`src/rtl/rf_wb_arbiter_pkg.sv`:
```
// Shared widths and the starvation FSM encoding for the register-file write-port arbiter.
package rf_wb_arbiter_pkg;

  localparam int REG_ADDR_W = 5;
  localparam int XLEN       = 32;
  localparam int NREG       = 1 << REG_ADDR_W;

  typedef enum logic [1:0] {
    IDLE  = 2'd0,
    WAIT  = 2'd1,
    FORCE = 2'd2
  } state_t;

endpackage

```
`src/rtl/rf_wb_arbiter_if.sv`:
```
// Bundle of WB, MDU, decode and register-file signals around the write-port arbiter.
interface rf_wb_arbiter_if;
  import rf_wb_arbiter_pkg::*;

  // mdu_valid/mdu_ready: a result transfers on a posedge where both are high;
  // while mdu_valid && !mdu_ready the MDU holds mdu_rd/mdu_wd stable.
  logic                  wb_we;
  logic [REG_ADDR_W-1:0] wb_rd;
  logic [XLEN-1:0]       wb_wd;
  logic                  mdu_valid;
  logic [REG_ADDR_W-1:0] mdu_rd;
  logic [XLEN-1:0]       mdu_wd;
  logic                  mdu_ready;
  logic                  issue_mdu;
  logic [REG_ADDR_W-1:0] id_rs1;
  logic [REG_ADDR_W-1:0] id_rs2;
  logic [REG_ADDR_W-1:0] id_rd;
  logic                  id_stall;
  logic                  wb_hold;
  logic                  rf_we;
  logic [REG_ADDR_W-1:0] rf_wa;
  logic [XLEN-1:0]       rf_wd;
  logic [NREG-1:0]       pending;
  state_t                state;

  modport master (
    output wb_we, wb_rd, wb_wd, mdu_valid, mdu_rd, mdu_wd,
           issue_mdu, id_rs1, id_rs2, id_rd,
    input  mdu_ready, id_stall, wb_hold, rf_we, rf_wa, rf_wd, pending, state
  );

  modport slave (
    input  wb_we, wb_rd, wb_wd, mdu_valid, mdu_rd, mdu_wd,
           issue_mdu, id_rs1, id_rs2, id_rd,
    output mdu_ready, id_stall, wb_hold, rf_we, rf_wa, rf_wd, pending, state
  );

endinterface

```
`src/rtl/rf_wb_arbiter_wb_fifo.sv`:
```
// Synchronous FIFO buffering MDU results ({rd, data}) until the write port is free.
module rf_wb_arbiter_wb_fifo #(
  parameter int DEPTH = 2,
  parameter int WIDTH = 37
) (
  input  logic                     clk,
  input  logic                     rst,
  input  logic                     push,
  input  logic [WIDTH-1:0]         din,
  input  logic                     pop,
  output logic [WIDTH-1:0]         dout,
  output logic                     full,
  output logic                     empty,
  output logic [$clog2(DEPTH):0]   count
);

  localparam int PTR_W = $clog2(DEPTH);
  localparam int CNT_W = PTR_W + 1;
  localparam logic [PTR_W-1:0] PTR_ONE = PTR_W'(1);
  localparam logic [CNT_W-1:0] CNT_ONE = CNT_W'(1);
  localparam logic [CNT_W-1:0] CNT_MAX = CNT_W'(DEPTH);

  logic [WIDTH-1:0] mem [DEPTH];
  logic [PTR_W-1:0] wr_ptr;
  logic [PTR_W-1:0] rd_ptr;
  logic             do_push;
  logic             do_pop;

  assign full    = (count == CNT_MAX);
  assign empty   = (count == '0);
  assign do_push = push & ~full;
  assign do_pop  = pop & ~empty;
  assign dout    = mem[rd_ptr];

  always_ff @(posedge clk) begin
    if (do_push) mem[wr_ptr] <= din;
  end

  // Power-of-two depth lets the pointers wrap by natural overflow.
  always_ff @(posedge clk) begin
    if (!rst) begin
      wr_ptr <= '0;
      rd_ptr <= '0;
      count  <= '0;
    end else begin
      if (do_push) wr_ptr <= wr_ptr + PTR_ONE;
      if (do_pop)  rd_ptr <= rd_ptr + PTR_ONE;
      case ({do_push, do_pop})
        2'b10:   count <= count + CNT_ONE;
        2'b01:   count <= count - CNT_ONE;
        default: count <= count;
      endcase
    end
  end

endmodule

```
`src/rtl/rf_wb_arbiter.sv`:
```
// Arbitrates the register-file write port between WB and buffered MDU results,
// with a starvation guard and a pending-write scoreboard that stalls decode.
module rf_wb_arbiter
  import rf_wb_arbiter_pkg::*;
#(
  parameter int BUF_DEPTH  = 2,
  parameter int MAX_STARVE = 4
) (
  input  logic           clk,
  input  logic           rst,
  rf_wb_arbiter_if.slave bus
);

  localparam int ENTRY_W  = REG_ADDR_W + XLEN;
  localparam int CNT_W    = $clog2(BUF_DEPTH) + 1;
  localparam int STARVE_W = $clog2(MAX_STARVE + 1);
  localparam logic [STARVE_W-1:0] STARVE_ONE   = STARVE_W'(1);
  localparam logic [STARVE_W-1:0] STARVE_LIMIT = STARVE_W'(MAX_STARVE - 1);
  localparam logic [CNT_W-1:0]    ONE_LEFT     = CNT_W'(1);

  state_t                state;
  state_t                state_next;
  logic [STARVE_W-1:0]   starve;
  logic [STARVE_W-1:0]   starve_next;
  logic [ENTRY_W-1:0]    head;
  logic [REG_ADDR_W-1:0] head_rd;
  logic [XLEN-1:0]       head_wd;
  logic                  fifo_full;
  logic                  fifo_empty;
  logic [CNT_W-1:0]      fifo_count;
  logic                  push;
  logic                  pop;
  logic                  hold;
  logic                  wb_win;
  logic                  denied;
  logic                  drains_empty;
  logic                  stall;
  logic [NREG-1:0]       pending;
  logic [NREG-1:0]       pending_next;
  logic [NREG-1:0]       set_mask;
  logic [NREG-1:0]       clr_mask;

  assign {head_rd, head_wd} = head;

  // Results for x0 complete the handshake but are never buffered.
  assign push   = bus.mdu_valid & ~fifo_full & (bus.mdu_rd != '0);
  assign hold   = (state == FORCE);
  assign wb_win = bus.wb_we & (bus.wb_rd != '0) & ~hold;
  assign pop    = ~fifo_empty & ~wb_win;
  assign denied = ~fifo_empty & wb_win;
  assign drains_empty = pop & ~push & (fifo_count == ONE_LEFT);

  rf_wb_arbiter_wb_fifo #(
    .DEPTH (BUF_DEPTH),
    .WIDTH (ENTRY_W)
  ) u_wb_fifo (
    .clk   (clk),
    .rst   (rst),
    .push  (push),
    .din   ({bus.mdu_rd, bus.mdu_wd}),
    .pop   (pop),
    .dout  (head),
    .full  (fifo_full),
    .empty (fifo_empty),
    .count (fifo_count)
  );

  always_comb begin
    bus.rf_we = 1'b0;
    bus.rf_wa = '0;
    bus.rf_wd = '0;
    if (wb_win) begin
      bus.rf_we = 1'b1;
      bus.rf_wa = bus.wb_rd;
      bus.rf_wd = bus.wb_wd;
    end else if (pop) begin
      bus.rf_we = 1'b1;
      bus.rf_wa = head_rd;
      bus.rf_wd = head_wd;
    end
  end

  always_ff @(posedge clk) begin
    if (!rst) begin
      state   <= IDLE;
      starve  <= '0;
      pending <= '0;
    end else begin
      state   <= state_next;
      starve  <= starve_next;
      pending <= pending_next;
    end
  end

  always_comb begin
    state_next  = state;
    starve_next = starve;
    case (state)
      IDLE: begin
        starve_next = '0;
        if (push) state_next = WAIT;
      end
      WAIT: begin
        if (pop) begin
          starve_next = '0;
          if (drains_empty) state_next = IDLE;
        end else if (denied) begin
          if (starve >= STARVE_LIMIT) state_next = FORCE;
          else                        starve_next = starve + STARVE_ONE;
        end
      end
      FORCE: begin
        starve_next = '0;
        state_next  = drains_empty ? IDLE : WAIT;
      end
      default: begin
        state_next  = IDLE;
        starve_next = '0;
      end
    endcase
  end

  always_comb begin
    stall = 1'b0;
    if (bus.id_rs1 != '0 && pending[bus.id_rs1]) stall = 1'b1;
    if (bus.id_rs2 != '0 && pending[bus.id_rs2]) stall = 1'b1;
    if (bus.issue_mdu && bus.id_rd != '0 && pending[bus.id_rd]) stall = 1'b1;
  end

  // The bit stays set through its write cycle; a same-index set beats the clear.
  always_comb begin
    set_mask = '0;
    clr_mask = '0;
    if (bus.issue_mdu && !stall && bus.id_rd != '0) set_mask[bus.id_rd] = 1'b1;
    if (pop) clr_mask[head_rd] = 1'b1;
    pending_next    = (pending & ~clr_mask) | set_mask;
    pending_next[0] = 1'b0;
  end

  assign bus.mdu_ready = ~fifo_full;
  assign bus.id_stall  = stall;
  assign bus.wb_hold   = hold;
  assign bus.pending   = pending;
  assign bus.state     = state;

endmodule

```
`src/flat_wrapper.sv`:
```
// flat-port wrapper written by rule: the top's interface ports become plain ports
module rf_wb_arbiter_flat import rf_wb_arbiter_pkg::*;
#(
  parameter int BUF_DEPTH  = 2,
  parameter int MAX_STARVE = 4
)
  (clk, rst, bus_wb_we, bus_wb_rd, bus_wb_wd, bus_mdu_valid, bus_mdu_rd, bus_mdu_wd, bus_issue_mdu, bus_id_rs1, bus_id_rs2, bus_id_rd, bus_mdu_ready, bus_id_stall, bus_wb_hold, bus_rf_we, bus_rf_wa, bus_rf_wd, bus_pending, bus_state);
  rf_wb_arbiter_if bus_i ();
  input  logic clk;
  input  logic rst;
  input wire logic [$bits(bus_i.wb_we)-1:0] bus_wb_we;
  input wire logic [$bits(bus_i.wb_rd)-1:0] bus_wb_rd;
  input wire logic [$bits(bus_i.wb_wd)-1:0] bus_wb_wd;
  input wire logic [$bits(bus_i.mdu_valid)-1:0] bus_mdu_valid;
  input wire logic [$bits(bus_i.mdu_rd)-1:0] bus_mdu_rd;
  input wire logic [$bits(bus_i.mdu_wd)-1:0] bus_mdu_wd;
  input wire logic [$bits(bus_i.issue_mdu)-1:0] bus_issue_mdu;
  input wire logic [$bits(bus_i.id_rs1)-1:0] bus_id_rs1;
  input wire logic [$bits(bus_i.id_rs2)-1:0] bus_id_rs2;
  input wire logic [$bits(bus_i.id_rd)-1:0] bus_id_rd;
  output wire logic [$bits(bus_i.mdu_ready)-1:0] bus_mdu_ready;
  output wire logic [$bits(bus_i.id_stall)-1:0] bus_id_stall;
  output wire logic [$bits(bus_i.wb_hold)-1:0] bus_wb_hold;
  output wire logic [$bits(bus_i.rf_we)-1:0] bus_rf_we;
  output wire logic [$bits(bus_i.rf_wa)-1:0] bus_rf_wa;
  output wire logic [$bits(bus_i.rf_wd)-1:0] bus_rf_wd;
  output wire logic [$bits(bus_i.pending)-1:0] bus_pending;
  output wire logic [$bits(bus_i.state)-1:0] bus_state;
  assign bus_i.wb_we = bus_wb_we;
  assign bus_i.wb_rd = bus_wb_rd;
  assign bus_i.wb_wd = bus_wb_wd;
  assign bus_i.mdu_valid = bus_mdu_valid;
  assign bus_i.mdu_rd = bus_mdu_rd;
  assign bus_i.mdu_wd = bus_mdu_wd;
  assign bus_i.issue_mdu = bus_issue_mdu;
  assign bus_i.id_rs1 = bus_id_rs1;
  assign bus_i.id_rs2 = bus_id_rs2;
  assign bus_i.id_rd = bus_id_rd;
  assign bus_mdu_ready = bus_i.mdu_ready;
  assign bus_id_stall = bus_i.id_stall;
  assign bus_wb_hold = bus_i.wb_hold;
  assign bus_rf_we = bus_i.rf_we;
  assign bus_rf_wa = bus_i.rf_wa;
  assign bus_rf_wd = bus_i.rf_wd;
  assign bus_pending = bus_i.pending;
  assign bus_state = bus_i.state;
  rf_wb_arbiter #(.BUF_DEPTH(BUF_DEPTH), .MAX_STARVE(MAX_STARVE)) u_core (.clk(clk), .rst(rst), .bus(bus_i));
endmodule
```
`config.mk`:
```
export PLATFORM = sky130hd
export DESIGN_NAME = rf_wb_arbiter_flat
export DESIGN_NICKNAME = d
export VERILOG_FILES = /design/src/rtl/rf_wb_arbiter_pkg.sv /design/src/rtl/rf_wb_arbiter_if.sv /design/src/rtl/rf_wb_arbiter_wb_fifo.sv /design/src/rtl/rf_wb_arbiter.sv /design/src/flat_wrapper.sv
export SDC_FILE = /design/constraint.sdc
export NUM_CORES = 1
export LEC_CHECK = 0
export CAP_MARGIN = 20
export CORE_ASPECT_RATIO = 0.8
export CORE_MARGIN = 5
export CORE_UTILIZATION = 40
export DETAILED_ROUTE_END_ITERATION = 8
export PLACE_DENSITY = 0.78
export SLEW_MARGIN = 20
export SYNTH_ARGS = -nofsm -noshare
export SYNTH_HDL_FRONTEND = slang
export SYNTH_SLANG_ARGS = --single-unit
```
`constraint.sdc`:
```
create_clock -name clk -period 3.2 [get_ports clk]
set_input_delay 0.64 -clock clk [delete_from_list [all_inputs] [get_ports clk]]
set_output_delay 0.64 -clock clk [all_outputs]
set_load 0.02 [all_outputs]
```
==> results.md, run 1 <==
Outcome:
- The flow ran to the end, but the final reports show violations.
- The final reports fail on negative setup slack.

Logic synthesis:
- In the synthesized netlist, the cells that appear most often are nand2_1 (83), edfxtp_1 (74), mux2i_1 (48).
- edfxtp_1 takes more of the synthesized area than any other cell.
- The library cell with the highest instance count after synthesis is nand2_1.
- The number of distinct library cell variants in the gate-level netlist after synthesis is 55.
- In this run, synthesis produced a sequential element count of 115.
- The total number of yosys warnings is 0.
- The number of instances in the synthesized netlist is 526.
- The net count of the mapped netlist is 626.
- The most used flip-flop cell after synthesis is edfxtp_1.
- The share of flip-flops with an asynchronous set or reset after synthesis is 0%.
- The part of the Yosys area used for sequential elements is 50.5%.
- Yosys attributes the largest share of cell area to edfxtp_1 (37%), dfxtp_1 (14%), mux2i_1 (8.0%), nand2_1 (5.2%), mux4_2 (4.5%).
- The mapped netlist covers 6020 um2.
- The share of Yosys cell area claimed by the top area cell type is 36.9%.
- A synthesized cell averages 11.4 um2.
- The number of enable flip-flop cells after synthesis is 74.

Timing:
- The worst pin sits at a relative slew slack of 46.6%.
- In the post-route analysis, the smallest setup slack over all paths is -0.0295 ns.
- The minimum clock period is 3.23 ns.
- After layout, the worst path uses 101% of the clock period.
- Setup violations remaining at the end of the flow were counted as 1.
- The count of pins over their slew limit was 0.
- The highest attainable clock frequency is 310 MHz.
- Setup repair after global routing could not meet its margin everywhere.
- The hold violation count in the final report is 0.
- The transition time at the pin with the least slew margin is 0.798 ns.
- Between clock sinks in the finished design, the worst skew comes to 0.00842 ns.

Setup path:
- For the worst setup path, the data required time is 2.56 ns.
- Of all nets on the critical path, the largest fanout is 4.
- The critical path in this run is classified as input pin to output port.
- STA classifies the critical path endpoint as an output port.
- The category of the worst setup path launch point is an input pin.
- At the worst endpoint, the arrival time is 2.59 ns.

Detailed routing:
- Once detail routing completed, the nets flagged for antenna violations numbered 0.
- Dividing the detail-routed via count by the number of cells gives 5.74.
- The total DRC errors in the routed layout is 0.
- Summing over every cut layer, the via total after detailed routing is 5,393.
- The total iterations of the first detailed-routing run is 6.
- The first routing iteration left 464 violations.
- After detailed routing, the average wire length per cell comes to 20.1 um.
- The total wire length after detailed routing is 18,800 um.

Global routing:
- In the global route stage, overall resource usage came out at 21.4%.
- The global-route wire length before repair is 29,300 um.
- Entering global routing, the biggest net connects 39 pins.
- The initial antenna violation count was 0.
- Summed over all layers, the global routing overflow is 0.
- The number of global-route vias before repair is 5,571.

CTS:
- The TritonCTS sink count is 115.
- Clock tree synthesis inserted a total of 17 buffers.
- The clock insertion delay at the later pin of the skew report is 0.42 ns.
- The worst-case clock buffer depth is 2.
- The H-tree depth is 4.
- Buffers inserted to repair hold after CTS numbered 0.
- The cell chosen for the clock root is clkbuf_16.
- TritonCTS built the clock tree.
- After clock tree synthesis, the clock-pin slew on the worst setup and hold paths is 0.05 ns.

Power:
- The total chip power is 5.29 mW.
- The power density over the cells is 601 nW/um2.
- The leakage power figure is 3.25 nW.
- The worst-case IR drop observed on VDD is 0.473 mV.

Place:
- Once detailed placement completed, the half-perimeter wirelength came to 13,900 um.
- OpenSTA, run right after detailed placement, puts the worst setup slack at -0.601 ns.
- The count of buffers added on input and output ports is 167.
- Routability-driven placement finished with a final weighted congestion of 1.00.

Floorplan:
- The floorplan has 40 rows.
- The die span in y is 120 um.
- The initial core utilization is 40.4%.
- The core region area is 14,900 um2.
- The floorplan step defined a die boundary enclosing 17,600 um2.
- 169 I/O pins were placed.
- The die is 147 um wide.

Hold path:
- The min-delay analysis places its worst path in the category register to register.

Finish:
- In the final design database the tool counted 836 nets.
- The area added between synthesis and finish is 46.3%.
- The fraction of layout instances using a drive strength above 1 is 21.2%.

Run:
- The max-cap check violation count is 0.
==> kinds of logic after synthesis <==
kind of cell,share of synthesized area (%)
other,0.0623
AO/OA/AOI/OAI,17.1
adder cells (fa/ha/maj),1.25
buffers and inverters,3.53
flip-flops,50.5
AND/OR/NAND/NOR,11.3
multiplexers,15.6
XOR/XNOR,0.582
==> critical path, stage by stage <==
cell             delay [ns]
clkdlybuf4s50_1        0.51
buf_4                  0.20
nor2_1                 0.14
a22oi_1                0.13
o2111ai_1              0.12
o21ai_0                0.18
nor4_2                 0.32
o21ai_1                0.16
buf_4                  0.18
==> cell type report <==
type,count,area [um2]
fillers,1200,6100
well taps,189,236
clock inverters,14,120
multi-input cells,366,2830
flip-flops and latches,115,3040
inverters,12,45.0
diodes,1,2.50
repair buffers,224,2100
clock buffers,18,429
==> what timing repair did <==
item | in CTS | in global routing
setup buffers | 3 | 3
gates resized for setup | 58 | 74
pin swaps | 2 | 4
gates cloned | 1 | 0
endpoints found under the setup margin | 39 | 35
==> power by group <==
part	switching, mW	leakage [nW]	internal (mW)	total [mW]
logic	0.973	1.97	0.688	1.66
clock network	0.637	0.262	1.12	1.76
registers	0.0980	1.02	1.78	1.88
total	1.71	3.25	3.58	5.29
==> path summary, 6_finish.rpt <==
| path | startpoint | to | slack, ns | cells after the start |
|---|---|---|---|---|
| worst max-delay path | bus_id_rs2[2] | bus_id_stall | -0.03 | 9 |
| worst min-delay path | u_core.starve[1]$_SDFFE_PP0P_ | u_core.starve[1]$_SDFFE_PP0P_ | 0.50 | 2 |
| worst max register to register | u_core.bus.pending[23]$_SDFF_PN0_ | u_core.bus.pending[14]$_SDFF_PN0_ | 0.96 | 8 |
| worst min register to register | u_core.starve[1]$_SDFFE_PP0P_ | u_core.starve[1]$_SDFFE_PP0P_ | 0.50 | 2 |
==> per-layer routing <==
| metal | part of all wire, % | global-route usage, % | up-vias |
|---|---|---|---|
| li1 | - | - | 2445 |
| met5 | 0 | 0 | - |
| met3 | 11 | 8.95 | 59 |
| met2 | 47 | 34.6 | 336 |
| met1 | 38 | 25.0 | 2553 |
| met4 | 3.4 | 9.20 | 0 |
==> registers in the layout (all words and copies together) (netlist names), named ones only <==
register,cells
u_core.bus.pending,31
u_core.bus.state,2
u_core.starve,3
u_core.u_wb_fifo.count,2
u_core.u_wb_fifo.mem,74
u_core.u_wb_fifo.rd_ptr,1
u_core.u_wb_fifo.wr_ptr,1
==> cell usage in the layout, fill, tap and decap left out, types with 3 or more instances in the layout <==
cell type and count:
mux2i_1 47, o211ai_1 33, o22ai_1 3, clkinv_1 7, ha_1 5, clkdlybuf4s50_1 124, a22oi_1 6, o21ai_2 25
dfxtp_1 40, mux4_2 13, clkbuf_2 19, buf_4 50, and2_1 5, edfxtp_1 74, a22o_1 3, a21oi_1 7
clkdlybuf4s15_1 6, o21ai_1 6, dlygate4sd1_1 3, nand2b_1 6, inv_1 12, mux2_2 3, o31ai_1 31, o21ai_0 7
nor2b_1 3, nor3b_1 4, nor3_1 3, mux4_1 5, nand2_1 83, or3_1 4, clkbuf_16 17, nand3_1 5
buf_12 6, dlymetal6s2s_1 4, dlygate4sd2_1 8, nor2_1 23
==> stage by stage <==
stage / hold WS (ns) / util [%] / instances / area, um2 / setup TNS (ns)
after floorplan: 0.453 / - / 526 / 6020 / 0
after global placement: 0.460 / 55.1 / 898 / 8220 / -5.18
after detailed placement: 0.491 / 55.1 / 898 / 8220 / -6.40
after CTS: 0.498 / 58.9 / 934 / 8790 / -0.113
after global routing: 0.553 / 59.1 / 938 / 8810 / -0.0696
final: 0.503 / 59.1 / 939 / 8810 / -0.0295
No activity file was read; power rests on OpenSTA's default activity.
==> run 2, diff against run 1 <==
CTS_CLUSTER_DIAMETER = 150   (was default)
==> results of run 2 <==
The final DEF is identical to that of run 1; final timing and power are the same.
==> run 3, diff against run 2 <==
HOLD_SLACK_MARGIN = 0.15   (was default)
PLACE_DENSITY = 0.8   (was 0.78)
clock period = 2.9 ns   (was 3.2 ns; I/O delays follow)
==> results.md, run 3 (synthesis gave the netlist of run 1 again) <==
Outcome:
- The run finished with clean final reports.

Power:
- The maximum VDD drop came to 0.457 mV (-3.4%).
- The cell-internal power is 4.00 mW (+12%).
- The part of the total power dissipated in sequential elements is 35.3% (about the same).
- The part of the total power dissipated in combinational logic came to 31.3% (about the same).
- The net switching power is 1.89 mW (+11%).
- The net switching fraction of the power is 32.1% (-0.20 points).
- The total chip power came to 5.89 mW (+11%).
- The power density over the cells is 667 nW/um2 (+11%).
- The leakage power figure is 3.29 nW (+1.3%).
- The share of total power in the clock network is 33.4% (+0.2 points).

Setup path:
- The number of cells traversed by the worst register-to-register path is 11 (+3).
- The worst setup path is captured at an output port.
- For this design, the slowest cell found on the critical path is clkdlybuf4s50_1.
- The maximum fanout encountered on the critical timing path is 32 (+28).
- The maximum cell stage delay along the critical path is 0.44 ns (-0.07 ns).
- The critical path goes through clkdlybuf4s50_1 > nor3_2 > a211oi_4 > buf_6 > buf_16 > o31ai_1 > clkdlybuf4s15_2.
- The buffers plus inverters on the worst setup path is 4 (+1).
- The critical path in this run is classified as input pin to output port.
- Broken down by cell family, the worst path's largest delay share belongs to buffers and inverters.
- The data arrival time of the critical path is 2.28 ns (-0.31 ns).
- The required time at the endpoint of the critical path is 2.32 ns (-0.24 ns).
- STA classifies the critical path startpoint as an input pin.
- The total stage count of the critical path is 7 (-2).

Timing:
- The hold violation count in the final report came to 0 (unchanged).
- The headroom to the max-slew limit is 62.5% (+16 points).
- The transition time at the pin with the least slew margin was 0.547 ns (-0.251 ns).
- The worst path in the final design needs a cycle of 2.86 ns, including I/O delays and setup.
- Derived from the worst setup path, the maximum achievable clock frequency is 350 MHz.
- Setup repair after global routing could not meet its margin everywhere.
- The final setup skew was 0.0106 ns (+0.00214 ns).
- The count of final setup violators is 0 (-1).
- The share of the cycle needed by the critical path after routing is 98.5%.
- The count of pins over their slew limit came to 0 (unchanged).
- The worst hold slack came to 0.496 ns (-0.00760 ns).

Place:
- The number of buffers inserted by port buffering came to 167 (unchanged).
- The placed instance count is 899 (+0.11%).
- The last weighted congestion value of the routability-driven placer is 0.938 (-6.4%).
- The total half-perimeter wirelength after legalization and detailed placement is 14,000 um (+0.51%).
- The instance area at placement is 8220 um2 (about the same).

Floorplan:
- The die span in y came to 120 um (unchanged).
- The number of standard-cell rows in the floorplan is 40 (unchanged).
- The core region area is 14,900 um2 (unchanged).
- The I/O pin count is 169 (unchanged).
- The chip width was 147 um (unchanged).
- The area enclosed by the die boundary came to 17,600 um2 (unchanged).
- The initial core utilization is 40.4% (unchanged).

CTS:
- The H-tree depth is 4 (unchanged).
- Clock tree synthesis selected as its root buffer the cell clkbuf_16.
- The total CTS buffers is 17 (unchanged).
- The worst-case clock buffer depth is 2 (unchanged).
- The CTS tree is built.
- The TritonCTS sink count was 115 (unchanged).
- The clock-pin slew on the worst setup and hold paths was 0.05 ns (about the same).
- The clock insertion delay at the later pin of the skew report is 0.41 ns (about the same).

Detailed routing:
- The number of nets with antenna violations after routing was 0 (unchanged).
- The total DRC errors in the routed layout came to 0 (unchanged).
- The detailed-route wire length per cell is 20.6 um (+2.7%).
- The amount of wire on met2 after detailed routing is 9030 um (+1.4%).
- The detailed-routed wire length on met3 is 1950 um (-7.4%).
- The DRC marker count from the first detailed-route iteration was 496 (+6.9%).
- The top routing layer in use is met5.
- The mean number of vias per cell came to 5.72 (-0.45%).
- The total wire length after detailed routing is 19,300 um (+2.6%).
- The total iterations of the first detailed-routing run was 5 (-1).
- The routed metal-1 wirelength is 8050 um (+12%).
- The number of vias in the routed layout came to 5,363 (-0.56%).

Global routing:
- The number of global-route vias before repair is 5,421 (-2.7%).
- The initial antenna violation count is 2 (+2).
- The global-route wire length before repair was 29,700 um (+1.4%).
- The total global-route track usage is 21.5% (+0.18 points).
- The total congestion overflow after global routing is 0 (unchanged).
- The pin count of the biggest net entering global routing is 39 (unchanged).

Finish:
- The flip-flop count of the largest register after layout came to 74 (unchanged).
- The fraction of layout instances using a drive strength above 1 was 23.6% (+2.4 points).
- The final instance area is 8830 um2 (+0.21%).
- The most frequent standard cell in the layout excluding fill and tap cells is clkdlybuf4s50_1.
- The number of nets in the final layout is 836 (unchanged).
- The largest registers in the layout are u_core.u_wb_fifo.mem (74), u_core.bus.pending (31), u_core.starve (3).
- The top cell types in the final layout, fill and taps aside, are clkdlybuf4s50_1 (121), nand2_1 (82), edfxtp_1 (74).
- The final standard cell count with taps included and fillers excluded is 938 (-0.11%).
- The area added between synthesis and finish is 46.6%.
- u_core.u_wb_fifo.mem holds more flip-flops than any other register.
- The antenna diode count was 0 (-1).

Hold path:
- The hold-critical path depth came to 2 (unchanged).
- The tightest min-delay check is of the register to register type.

Run:
- The max-cap check violation count is 0 (unchanged).
## run 3: cell count changes in the layout (fill, tap and decap cells not counted), sizes merged, moves of 2 or more
cell           previous run  this run
dlymetal6s2s              4         6
buf                      57        83
clkdlybuf4s50           124       121
clkinv                   10         2
clkdlybuf4s15             8         2
clkbuf                   37        35
dlygate4sd1               3         0
dlygate4sd2               8         5
## run 3: cell type report
| type | count | area (um2) |
|---|---|---|
| fillers | 1184 | 6080 |
| inverters | 12 | 45.0 |
| multi-input cells | 366 | 2850 |
| repair buffers | 224 | 2090 |
| well taps | 189 | 236 |
| clock buffers | 28 | 517 |
| clock inverters | 4 | 47.5 |
| flip-flops and latches | 115 | 3040 |
## run 3: metrics by stage
stage / setup TNS [ns] / util (%) / setup slack, ns
after floorplan: 0 / - / 0.230
after global placement: -12.78 / 55.1 / -0.686
after global routing: -0.0438 / 59.2 / -0.0338
after CTS: -0.224 / 59.1 / -0.224
after detailed placement: -15.37 / 55.1 / -0.689
final: 0 / 59.2 / 0.0421
## run 3: repair_timing
item                       4_1_cts  5_1_grt
gates cloned                     1        0
setup buffers                    2        2
pin swaps                        2        5
hold buffers                     0        0
resized for setup              139       59
setup endpoints to repair       39       32
## run 3: worst register-to-register path: stages, from the launching register on
cell      delay (ns)
dfxtp_1         0.34
nor2b_1         0.15
buf_4           0.16
a211oi_4        0.27
buf_4           0.18
buf_6           0.14
nor2_2          0.06
buf_4           0.18
ha_1            0.20
xnor2_1         0.19
o21ai_0         0.09
and2_1          0.17
## run 3: final timing paths
kind	start	end	slack [ns]
max reg2reg	u_core.bus.state[1]$_SDFFE_PN0P_	u_core.u_wb_fifo.count[1]$_SDFFE_PN0P_	0.65
min	u_core.starve[1]$_SDFFE_PP0P_	u_core.starve[1]$_SDFFE_PP0P_	0.50
max	bus_wb_rd[3]	bus_rf_wd[2]	0.04
min reg2reg	u_core.starve[1]$_SDFFE_PP0P_	u_core.starve[1]$_SDFFE_PP0P_	0.50
## run 3: power groups by stage
stage          Clock [mW]  Sequential (mW)  Combinational [mW]
2_1_floorplan           0             2.05                1.09
3_3_place_gp            0             2.10                1.82
3_5_place_dp            0             2.11                1.87
4_1_cts              1.98             2.08                1.83
5_1_grt              2.06             2.09                1.97
6_report             1.97             2.08                1.84
## run 3: metal layers
metal | up-vias | track usage (%)
li1 | 2435 | -
met1 | 2594 | 28.0
met2 | 299 | 34.7
met3 | 31 | 6.53
met4 | 4 | 6.87
met5 | - | 0
